--- src/rtl/pipe_stage_reg.sv ---
// pipe_stage_reg: valid/ready pipeline register between decode and execute.
// Define PIPE_STAGE_SKID_EN for the two-entry skid build (registered in_ready).
module pipe_stage_reg #(
    parameter int                DATA_W    = 32,
    parameter logic [DATA_W-1:0] CLEAR_VAL = '0
) (
    input  logic              clk,
    input  logic              reset,
    input  logic              in_valid,
    output logic              in_ready,
    input  logic [DATA_W-1:0] in_data,
    output logic              out_valid,
    input  logic              out_ready,
    output logic [DATA_W-1:0] out_data,
    input  logic              flush,
    input  logic              hold,
    output logic [1:0]        occupancy
);
    typedef enum logic [1:0] {EMPTY = 2'd0, ONE = 2'd1, FULL = 2'd2} state_t;

    state_t            state_q, state_d;
    logic [DATA_W-1:0] main_q, main_d;
    logic              accept, issue;

    assign out_valid = state_q != EMPTY;
    assign out_data  = main_q;
    assign occupancy = state_q;
    assign accept    = in_valid & in_ready;
    assign issue     = out_valid & out_ready & !hold;

    always_ff @(posedge clk) begin
        if (reset) begin
            state_q <= EMPTY;
            main_q  <= CLEAR_VAL;
        end else begin
            state_q <= state_d;
            main_q  <= main_d;
        end
    end

`ifdef PIPE_STAGE_SKID_EN
    logic [DATA_W-1:0] skid_q, skid_d;

    // in_ready depends only on registered state, never on out_ready
    assign in_ready = !hold & (state_q != FULL);

    always_comb begin
        state_d = state_q;
        main_d  = main_q;
        skid_d  = skid_q;
        case (state_q)
            EMPTY: if (accept) begin
                state_d = ONE;
                main_d  = in_data;
            end
            ONE: begin
                if (accept & issue) main_d = in_data;
                else if (accept) begin
                    state_d = FULL;
                    skid_d  = in_data;
                end else if (issue) state_d = EMPTY;
            end
            FULL: if (issue) begin
                state_d = ONE;
                main_d  = skid_q;
            end
            default: state_d = EMPTY;
        endcase
        if (flush) begin
            state_d = EMPTY;
            main_d  = CLEAR_VAL;
            skid_d  = CLEAR_VAL;
        end
    end

    always_ff @(posedge clk) skid_q <= reset ? CLEAR_VAL : skid_d;
`else
    assign in_ready = !hold & (!out_valid | out_ready);

    // an accept while occupied always coincides with an issue, so ONE is kept
    always_comb begin
        state_d = accept ? ONE : (issue ? EMPTY : state_q);
        main_d  = accept ? in_data : main_q;
        if (flush) begin
            state_d = EMPTY;
            main_d  = CLEAR_VAL;
        end
    end
`endif
endmodule

--- config.mk ---
export PLATFORM = sky130hd
export DESIGN_NAME = pipe_stage_reg
export DESIGN_NICKNAME = d
export VERILOG_FILES = /design/src/rtl/pipe_stage_reg.sv
export SDC_FILE = /design/constraint.sdc
export NUM_CORES = 1
export LEC_CHECK = 0
export CORE_MARGIN = 10
export CORE_UTILIZATION = 42
export CTS_CLUSTER_DIAMETER = 150
export CTS_CLUSTER_SIZE = 8
export DETAILED_ROUTE_END_ITERATION = 6
export PLACE_DENSITY = 0.84
export SYNTH_ARGS = -nofsm -noshare
export SYNTH_HDL_FRONTEND = slang
export SYNTH_SLANG_ARGS = --single-unit
--- constraint.sdc ---
create_clock -name clk -period 2.2 [get_ports clk]
set_clock_uncertainty 0.2 [all_clocks]
set_input_delay 0.22 -clock clk [delete_from_list [all_inputs] [get_ports clk]]
set_output_delay 0.22 -clock clk [all_outputs]
set_load 0.02 [all_outputs]
==> results of run 1 <==
[flip-flops by register name, summed over array words and instances, names as in the netlist]
signal     flops
out_data      32
occupancy      1
[power groups by stage]
stage                     clock, W  sequential [W]  combinational, W
after floorplan                  0        0.000649         0.0000780
after global placement           0        0.000631          0.000203
after detailed placement         0        0.000632          0.000204
after CTS                 0.000356        0.000618          0.000205
after global routing      0.000389        0.000620          0.000217
final                     0.000343        0.000618          0.000204
[final cells by class]
type	count	area, sq um
fillers	286	1090
flip-flops and latches	33	661
repair buffers	78	791
clock buffers	7	55.1
multi-input cells	104	653
well taps	46	57.6
[worst max path at each step]
stage                to  slack, ns  cells past startpoint
3_5_place_dp   in_ready       0.15                      4
2_1_floorplan  in_ready       0.78                      3
3_3_place_gp   in_ready       0.14                      4
5_1_grt        in_ready       0.05                      4
6_report       in_ready       0.16                      4
4_1_cts        in_ready       0.13                      4
[critical path, delay by kind of cell]
| kind | cells | cell delay (ns) |
|---|---|---|
| buffers and inverters | 2 | 1.09 |
| AND/OR/NAND/NOR | 2 | 0.31 |
[stage by stage]
stage / total power [W] / setup slack (ns)
2_1_floorplan: 0.000727 / 0.778
3_3_place_gp: 0.000835 / 0.141
3_5_place_dp: 0.000836 / 0.147
4_1_cts: 0.00118 / 0.130
5_1_grt: 0.00123 / 0.0531
6_report: 0.00116 / 0.160
[layer usage]
layer  vias up  wire, um  part of all wire (%)  track usage, %
li1        686         -                     -               -
met5         -         0                     0               0
met4         0        32                  0.77            3.23
met1       601      1890                    45            15.8
met2        48      1960                    47            21.1
met3         4       287                   6.9            6.49
[cell families (layout without fill, tap and decap cells)]
family                 after synthesis  in the layout  synth area share (%)
AO/OA/AOI/OAI                       33             33                  19.7
buffers and inverters               20             85                  9.04
flip-flops                          33             33                  45.9
other                                1              1                 0.261
AND/OR/NAND/NOR                     70             70                  25.0
[placed cells by master, fill, tap and decap left out, drive strengths merged]
master / count
and2: 1
buf: 6
clkbuf: 7
clkdlybuf4s50: 72
conb: 1
dfxtp: 33
nand2: 33
nand2b: 1
nand4: 32
nor2: 1
nor2b: 2
o21ai: 32
o2bb2ai: 1
==> out/metrics.cfg, run 1 <==
[outcome]
outcome=complete, no violations

[drt]
postRouteAntennaNets=0
avgRoutedWirePerCell_um=15.5
wirelength_um=4160
viasPerCell=5.00
first_iter_violations=83
drc=0
first_pass_iters=4
num_vias=1339

[power]
irDropWorstVdd_mv=0.374
p_clk_share_pct=29.5
power.internal_w=0.000870
switching_share_pct=25.3
p_leak_nw=0.763
p_sw_w=0.000294
pwr-share-seq_pct=53.0
power_density_nw_per_um2=525
p_comb_share_pct=17.5

[clock_tree]
cts.sinks=33
htree_levels=2
cts.clk_slew.worst_paths_ns=0.10
cts_made_buffers=5
clock-root-buffer=clkbuf_4
postCtsSetupBuffers=0
hold_buffers=0
clk_path_buf_depth=2
tritoncts=yes
ctsResizeCount=0
clock_latency_ns=0.32

[setup_path]
crit_fanout=2
cp_slowest_stage_delay_ns=0.64
path_class=in2out
end_kind=primary output
critPathRequiredTime_ns=1.78
cpMaxStageDelayCell=clkdlybuf4s50_1
crit_chain=clkdlybuf4s50_1, nand2b_1, nor2b_1, clkdlybuf4s50_1
worst_ep_arrival_time_ns=1.62
cp-start-kind=input pin
cp_common_cell=clkdlybuf4s50_1
reg2reg_from=occupancy[0]$_SDFFE_PP0P_
r2r_cells=5
reg2reg_to=out_data[22]$_SDFFE_PP0P_
reg2reg_setup_slack_ns=0.57
crit_start=out_ready

[finish]
final_area_sq_um=2220
utilization_pct=67.0
antenna_cells=0
syn2layout_area_growth_pct=54.1
nets=260
fin_cells=268
layout-drive-gt1-share_pct=20.3

[yosys]
synth.largest_area_cell=dfxtp_1
synthTopCellsByCount=dfxtp_1, nand2_1, nand4_1, o21ai_2, buf_2
synth_nets=195
synth_area_sq_um=1440
yosysWarnings=0
synth.top_cell.area_share_pct=45.9
ys_ff_latch=33
syn-instance-count=157
synthFlopType=dfxtp_1
avgSynthCellArea_sq_um=9.16
synth.distinct_cells=16
seq_area_frac_synth_pct=45.9
synth_async_sr_flop_share_pct=0
synth_edf_count=0
yosys-top-cells-area=dfxtp_1, o21ai_2, nand4_1

[global_routing]
grt_max_degree=67
grt_pass1_wl_um=6680
track_usage_pct=13.3
grt_pass1_vias=1336
grt_overflow=0
antenna_found_initial=0

[die]
die_y_um=78.5
io_pins=74
die_w_um=78.5
start_util_pct=43.5
rows=21
dieArea_sq_um=6170
fp.coreArea_sq_um=3310

[timing]
tns_ns=0
slew_viol_final=0
fmax_mhz=490
hold_viol=0
hold_slack_ns=0.257
fin_crit_ns=2.04
post-route-period-util_pct=92.7
setup_viol=0
grt_setup_unrepaired=no

[flow_run]
max_cap_viol_count=0

[placed_design]
hpwl_um=3020
dp.cells=261
dpl-instance-area_sq_um=2160
gp_congestion=0.706
io_buffers=72

[hold_path]
min_to=out_data[18]$_SDFFE_PP0P_
hp-start=in_data[18]
holdPathStages=3
hold_class=in2reg

No activity file was read; power rests on OpenSTA's default activity.
==> inputs of run 2 (changes only) <==
--- a/config.mk
+++ b/config.mk
@@ -10,7 +10,7 @@
 export CTS_CLUSTER_DIAMETER = 150
 export CTS_CLUSTER_SIZE = 8
 export DETAILED_ROUTE_END_ITERATION = 6
-export PLACE_DENSITY = 0.84
+export PLACE_DENSITY_LB_ADDON = 0.2
 export SYNTH_ARGS = -nofsm -noshare
 export SYNTH_HDL_FRONTEND = slang
 export SYNTH_SLANG_ARGS = --single-unit
==> out/metrics.cfg, run 2 (same netlist as run 1, synthesis figures left out) <==
[outcome]
outcome=complete, no violations  ; unchanged

[timing]
hold_viol=0  ; unchanged
tns_ns=0  ; unchanged
setup_ws_ns=0.160  ; about the same
fin_crit_ns=2.04  ; about the same
post-route-period-util_pct=92.7  ; about the same
slew_viol_final=0  ; unchanged
fmax_mhz=490  ; about the same
worstMarginPinSlew_ns=0.538
slew_headroom_pct=64.1
grt_setup_unrepaired=no  ; unchanged
setup_viol=0  ; unchanged
hold_slack_ns=0.249  ; was 0.257 ns

[setup_path]
cp_slowest_stage_delay_ns=0.64  ; about the same
critPathTopFamily=buffers and inverters  ; unchanged
path_class=in2out  ; unchanged
cp_num_buf_inv=2  ; unchanged
crit_start=out_ready  ; unchanged
cpMaxStageDelayCell=clkdlybuf4s50_1  ; unchanged
crit_fanout=2  ; unchanged
cp-start-kind=input pin  ; unchanged
reg2reg_from=occupancy[0]$_SDFFE_PP0P_  ; unchanged
end_kind=primary output  ; unchanged
worst_ep_arrival_time_ns=1.62  ; about the same
cp_common_cell=clkdlybuf4s50_1  ; unchanged
critPathRequiredTime_ns=1.78  ; about the same
crit_chain=clkdlybuf4s50_1, nand2b_1, nor2b_1, clkdlybuf4s50_1  ; unchanged

[placed_design]
hpwl_um=3030  ; was 3020 um
post-place-ws_ns=-0.00907  ; was 0.147 ns
io_buffers=72  ; unchanged
dp.cells=259  ; was 261
gp_congestion=0.688  ; was 0.706

[clock_tree]
clock-root-buffer=clkbuf_4  ; unchanged
clk_path_buf_depth=2  ; unchanged
cts.sinks=33  ; unchanged
clock_latency_ns=0.33  ; was 0.32 ns
htree_levels=2  ; unchanged
hold_buffers=0  ; unchanged
cts.clk_slew.worst_paths_ns=0.10  ; about the same
cts_made_buffers=5  ; unchanged
tritoncts=yes  ; unchanged
postCtsSetupBuffers=0  ; unchanged
ctsResizeCount=0  ; unchanged

[power]
power.internal_w=0.000862  ; was 0.000870 W
switching_share_pct=25.2  ; was 25.3%
power_density_nw_per_um2=530  ; was 525 nW/um^2
p_sw_w=0.000291  ; was 0.000294 W
irDropWorstVdd_mv=0.357  ; was 0.374 mV
pwr-share-seq_pct=53.6  ; was 53.0%
p_comb_share_pct=16.7  ; was 17.5%
p_leak_nw=0.745  ; was 0.763 nW
p_clk_share_pct=29.7  ; was 29.5%

[die]
die_y_um=78.5  ; unchanged
start_util_pct=43.5  ; unchanged
die_w_um=78.5  ; unchanged
fp.coreArea_sq_um=3310  ; unchanged
io_pins=74  ; unchanged
dieArea_sq_um=6170  ; unchanged
rows=21  ; unchanged

[global_routing]
antenna_found_initial=0  ; unchanged
grt_overflow=0  ; unchanged
grt_pass1_wl_um=6830  ; was 6680 um
grt_max_degree=35  ; was 67
track_usage_pct=13.4  ; was 13.3%
grt_pass1_vias=1416  ; was 1,336

[finish]
fin_cells=266  ; was 268
final_cell_mix=clkdlybuf4s50_1, nand2_1, dfxtp_1  ; unchanged
nets=258  ; was 260
layout-drive-gt1-share_pct=19.5  ; was 20.3%
utilization_pct=65.8  ; was 67.0%
largest_reg_flops=32  ; unchanged
antenna_cells=0  ; unchanged
multi_input_area_sq_um=653  ; unchanged
num-fill-cells=294  ; was 286
ff_latch_area_sq_um=661  ; unchanged
final_common_cell=clkdlybuf4s50_1  ; unchanged
syn2layout_area_growth_pct=51.3  ; was 54.1%

[hold_path]
hold_class=in2reg  ; unchanged
hp-start=in_data[19]  ; was in_data[18]

[drt]
drc=0  ; unchanged
num_vias=1381  ; was 1,339
wirelength_um=4030  ; was 4160 um
first_iter_violations=106  ; was 83
postRouteAntennaNets=0  ; unchanged
first_pass_iters=4  ; unchanged
avgRoutedWirePerCell_um=15.2  ; was 15.5 um
viasPerCell=5.19  ; was 5.00

[flow_run]
max_cap_viol_count=0  ; unchanged

run 2: cell types whose count changed in the layout (fill, tap and decap cells not counted):
cell / before / now
buf_12: 2 / 0
run 2: power by group through the flow:
stage | Combinational, W | Clock, W | Sequential, W
finish | 0.000193 | 0.000342 | 0.000618
global route | 0.000208 | 0.000376 | 0.000621
CTS | 0.000195 | 0.000356 | 0.000619
detailed placement | 0.000194 | 0 | 0.000632
global placement | 0.000191 | 0 | 0.000632
floorplan | 0.0000780 | 0 | 0.000649
run 2: layout make-up:
class                           count  area share (%)
Clock buffer                        7            2.53
Timing Repair Buffer               76            34.5
Multi-Input combinational cell    104            30.0
Tap cell                           46            2.64
Sequential cell                    33            30.3
run 2: worst paths after layout:
check	cells past startpoint	to	slack (ns)
worst max-delay path	4	in_ready	0.16
worst min-delay path	3	out_data[19]$_SDFFE_PP0P_	0.25
worst max register to register	4	out_data[31]$_SDFFE_PP0P_	0.39
worst min register to register	2	out_data[1]$_SDFFE_PP0P_	0.26
run 2: per-layer routing:
metal / up-vias / GRT usage [%] / routed length (um)
li1: 691 / - / -
met4: 0 / 5.38 / 66
met1: 630 / 14.2 / 1530
met2: 52 / 21.9 / 2000
met5: - / 0 / 0
met3: 8 / 7.40 / 433
run 2: stage by stage:
step | power, W | cell area [sq um]
global placement | 0.000823 | 2120
global route | 0.00120 | 2180
detailed placement | 0.000826 | 2120
CTS | 0.00117 | 2180
finish | 0.00115 | 2180
floorplan | 0.000727 | 1440
run 2: worst register-to-register path: stages, from the launching register on:
cell      delay, ns
dfxtp_1        0.34
nand2b_1       0.09
buf_4          0.32
and2_4         0.55
o21ai_0        0.18
==> inputs of run 3 (changes only) <==
--- a/config.mk
+++ b/config.mk
@@ -10,7 +10,7 @@
 export CTS_CLUSTER_DIAMETER = 150
 export CTS_CLUSTER_SIZE = 8
 export DETAILED_ROUTE_END_ITERATION = 6
-export PLACE_DENSITY_LB_ADDON = 0.2
+export PLACE_DENSITY = 0.84
 export SYNTH_ARGS = -nofsm -noshare
 export SYNTH_HDL_FRONTEND = slang
 export SYNTH_SLANG_ARGS = --single-unit
==> results of run 3 <==
Same layout as run 1: the final DEF is identical, and so are final timing and power.
==> RTL change 1, RTL diff (config.mk and constraints of run 2) <==
Set the parameter `DATA_W` to 64 (it was 32).
--- a/src/rtl/pipe_stage_reg.sv
+++ b/src/rtl/pipe_stage_reg.sv
@@ -2,5 +2,5 @@
 // Define PIPE_STAGE_SKID_EN for the two-entry skid build (registered in_ready).
 module pipe_stage_reg #(
-    parameter int                DATA_W    = 32,
+    parameter int                DATA_W    = 64,
     parameter logic [DATA_W-1:0] CLEAR_VAL = '0
 ) (
Ports: changed (resized in_data and out_data); port bits go from 74 to 138. No check against the original RTL was run, so the function may have changed too.
==> RTL change 1 against run 2 <==
- total power is 130% higher
- setup slack hardly changed
- sequential cell count is 32 higher
- die area is 59% higher
- wire length is 120% higher
- cell area is 94% higher
- area after synthesis is 83% higher
==> RTL change 1: results <==
[status]
outcome = finished clean

[grt]
first_global_vias = 2628
grt_pass1_wl_mm = 13.9
grt_usage_pct = 17.2
grt_start_max_net_pins = 66

[synth]
syn_inst = 304
syn-num-nets = 374
syn_area_um2 = 2630
synth-compound-area-share_pct = 29.0
synth_cell_types = 17
synth_top_family_by_area = compound AO/OA/AOI/OAI gates
synth_mux_area_share_pct = 0
synth_common_cells = 65 x dfxtp_1, 64 x nand3_1, 39 x o21ai_1, 35 x a21oi_1, 30 x a21oi_2
yosysSeqAreaShare_pct = 49.5

[power_and_ir_drop]
power_density_nw_per_um2 = 640
p_int_mw = 2.07
powerClk_mw = 1.12
p_leak_nw = 1.38
ir_worst_vdd_v = 0.000385
p_seq_share_pct = 44.8

[critical_path]
r2r_slack_ns = 0.75
r2r-end = out_data[43]$_SDFFE_PP0P_
worstSetupEndpoint = in_ready

[finish]
final_nets = 491
drive_gt1_share_pct = 13.4
clock_area_share_pct = 5.20
multi_input_area_share_pct = 27.0
antenna_cells = 0
multi_input_comb_cells = 202
buf_share_pct = 34.9
largest_reg_flops = 64
n_clock_buffer = 11
nFillCells = 498
nFlopsAndLatches = 65
regArea_um2 = 1300
n_all_buffers = 143

[route]
drtIter0Drc = 111
viasPerCell = 5.30
dr_total_vias = 2653
wl_mm = 8.85
drtPass1Iterations = 4

[cts]
cts_root_buf = clkbuf_8
cts_buffer_depth = 2
clkTransAtPathRegs_ns = 0.08
htree_num_levels = 3
post_cts_resized = 0
cts_buffers = 9

[placement]
dpl.hpwl_mm = 5.94
io_buffers = 136
place.gp.congestion = 0.740

[worst_hold_path]
hp-start = in_data[0]
min_to = out_data[0]$_SDFFE_PP0P_

[timing]
hold_ws_ns = 0.243
==> RTL change 1: changes by cell type in the layout (fill, tap and decap cells not counted), sizes merged, moves of 2 or more <==
cell and change:
nand3 +64, bufinv +2, clkbuf +4, a21oi +65
buf +3, o21ai +33, nand2 -32, dfxtp +32
clkinv +3, nand4 -32, clkdlybuf4s50 +64
==> RTL change 1: layer usage <==
layer | global-route usage (%) | wire length (um) | part of all wire [%]
met1 | 19.9 | 3680 | 42
met2 | 25.8 | 4000 | 45
met3 | 9.55 | 1030 | 12
met4 | 7.06 | 131 | 1.5
met5 | 0 | 0 | 0
==> RTL change 1: worst max-delay path: stages <==
cell,delay [ns]
clkdlybuf4s50_1,0.46
and2b_2,0.24
nor2_1,0.09
clkdlybuf4s50_1,0.61
==> RTL change 1: per-stage QoR <==
stage / cell area, um^2 / setup slack, ns
floorplan: 2630 / 0.603
global placement: 4010 / 0.149
detailed placement: 4010 / 0.162
CTS: 4230 / 0.143
global route: 4230 / 0.0724
finish: 4230 / 0.160
==> RTL change 2, RTL diff (config.mk and constraints of run 2) <==
Made on the original files. Build with the macro `PIPE_STAGE_SKID_EN` defined.
--- a/src/rtl/pipe_stage_reg.sv
+++ b/src/rtl/pipe_stage_reg.sv
@@ -1,4 +1,6 @@
 // pipe_stage_reg: valid/ready pipeline register between decode and execute.
 // Define PIPE_STAGE_SKID_EN for the two-entry skid build (registered in_ready).
+`define PIPE_STAGE_SKID_EN
+
 module pipe_stage_reg #(
     parameter int                DATA_W    = 32,
Check against the original RTL: not equivalent (a bounded check fails within 4 cycles, from zero or initial values).
==> RTL change 2 against run 2 <==
- area after synthesis rose by 100%
- wire length rose by 91%
- highest routed layer unchanged
- cell area rose by 75%
- sequential cell count rose by 33
- cell count rose by 96%
- combinational power rose by 31%
- total power rose by 110%
- global-route usage rose by 1.4 points
- setup slack got worse by 0.081 ns
==> RTL change 2: results <==
[critical_path]
worstPathMaxFanout = 8
reg2reg_depth = 5
timing.rr.start = occupancy[1]$_SDFFE_PP0P_
cp.arrival_ns = 1.70

[finish]
nFillCells = 633
drive_gt1_share_pct = 6.12
final_nets = 475

[grt]
grt_start_max_net_pins = 69

[synth]
yosysSeqAreaShare_pct = 46.0

[cts]
htree_num_levels = 3
clkTransAtPathRegs_ns = 0.06
cts_buffers = 9
cts_root_buf = clkbuf_8

[placement]
place_ws_ns = 0.153
placed_area_um2 = 3620
place.gp.congestion = 0.818
io_buffers = 73

[worst_hold_path]
worstHoldPathType = reg2reg
min_to = skid_q[1]$_SDFFE_PP0P_
hp-start = skid_q[1]$_SDFFE_PP0P_
min_path_cells = 2

[timing]
relSlewSlack_pct = 52.9

[power_and_ir_drop]
ir_worst_vdd_v = 0.000333
p_leak_nw = 1.30

[route]
drtIter0Drc = 197
routed-wl-met3_um = 763
drt-met1-wl_mm = 3.32

[status]
outcome = finished clean
==> RTL change 2: worst max-delay path by stage <==
stage                              start                         to  slack (ns)
2_1_floorplan  occupancy[1]$_SDFFE_PP0P_  out_data[10]$_SDFFE_PP0P_        0.59
3_3_place_gp                   out_ready  out_data[10]$_SDFFE_PP0P_        0.22
3_5_place_dp                   out_ready  out_data[14]$_SDFFE_PP0P_        0.15
4_1_cts        occupancy[1]$_SDFFE_PP0P_                   in_ready        0.08
5_1_grt        occupancy[1]$_SDFFE_PP0P_                   in_ready        0.02
6_report       occupancy[1]$_SDFFE_PP0P_                   in_ready        0.08
==> RTL change 2: kinds of logic after synthesis <==
kind of cell    share of synthesized area [%]
compound gates                           27.9
flops                                    46.0
buf+inv                                  6.62
simple gates                             19.5
==> RTL change 2: cell type report <==
cell class	instances	area [um^2]	area share [%]
Multi-Input combinational cell	277	1360	35.8
Tap cell	80	100	2.63
Sequential cell	66	1320	34.7
Timing Repair Buffer	82	831	21.8
Inverter	1	3.75	0.0987
Clock buffer	12	145	3.81
Clock inverter	3	40.0	1.05
==> RTL change 2: power groups by stage <==
stage	registers [mW]	logic [mW]	clock network [mW]
global route	1.22	0.276	1.06
detailed placement	1.24	0.254	0
finish	1.22	0.253	0.982
floorplan	1.26	0.111	0
CTS	1.22	0.255	1.01
global placement	1.24	0.253	0
==> RTL change 2: metal layers <==
metal / track usage [%] / vias to the layer above
met5: 0 / -
met2: 23.6 / 101
li1: - / 1395
met3: 7.17 / 6
met4: 4.01 / 0
met1: 17.4 / 1254
==> RTL change 2: per-stage QoR <==
| step | total power, mW | instances |
|---|---|---|
| after floorplan | 1.37 | 379 |
| after global placement | 1.50 | 506 |
| after detailed placement | 1.50 | 506 |
| after CTS | 2.48 | 521 |
| after global routing | 2.55 | 521 |
| final | 2.45 | 521 |
==> RTL change 2: worst max-delay path, delay by kind of cell, from the launching register on <==
| family | cells | cell delay, ns |
|---|---|---|
| buf+inv | 1 | 0.64 |
| simple gates | 2 | 0.35 |
| flops | 1 | 0.37 |
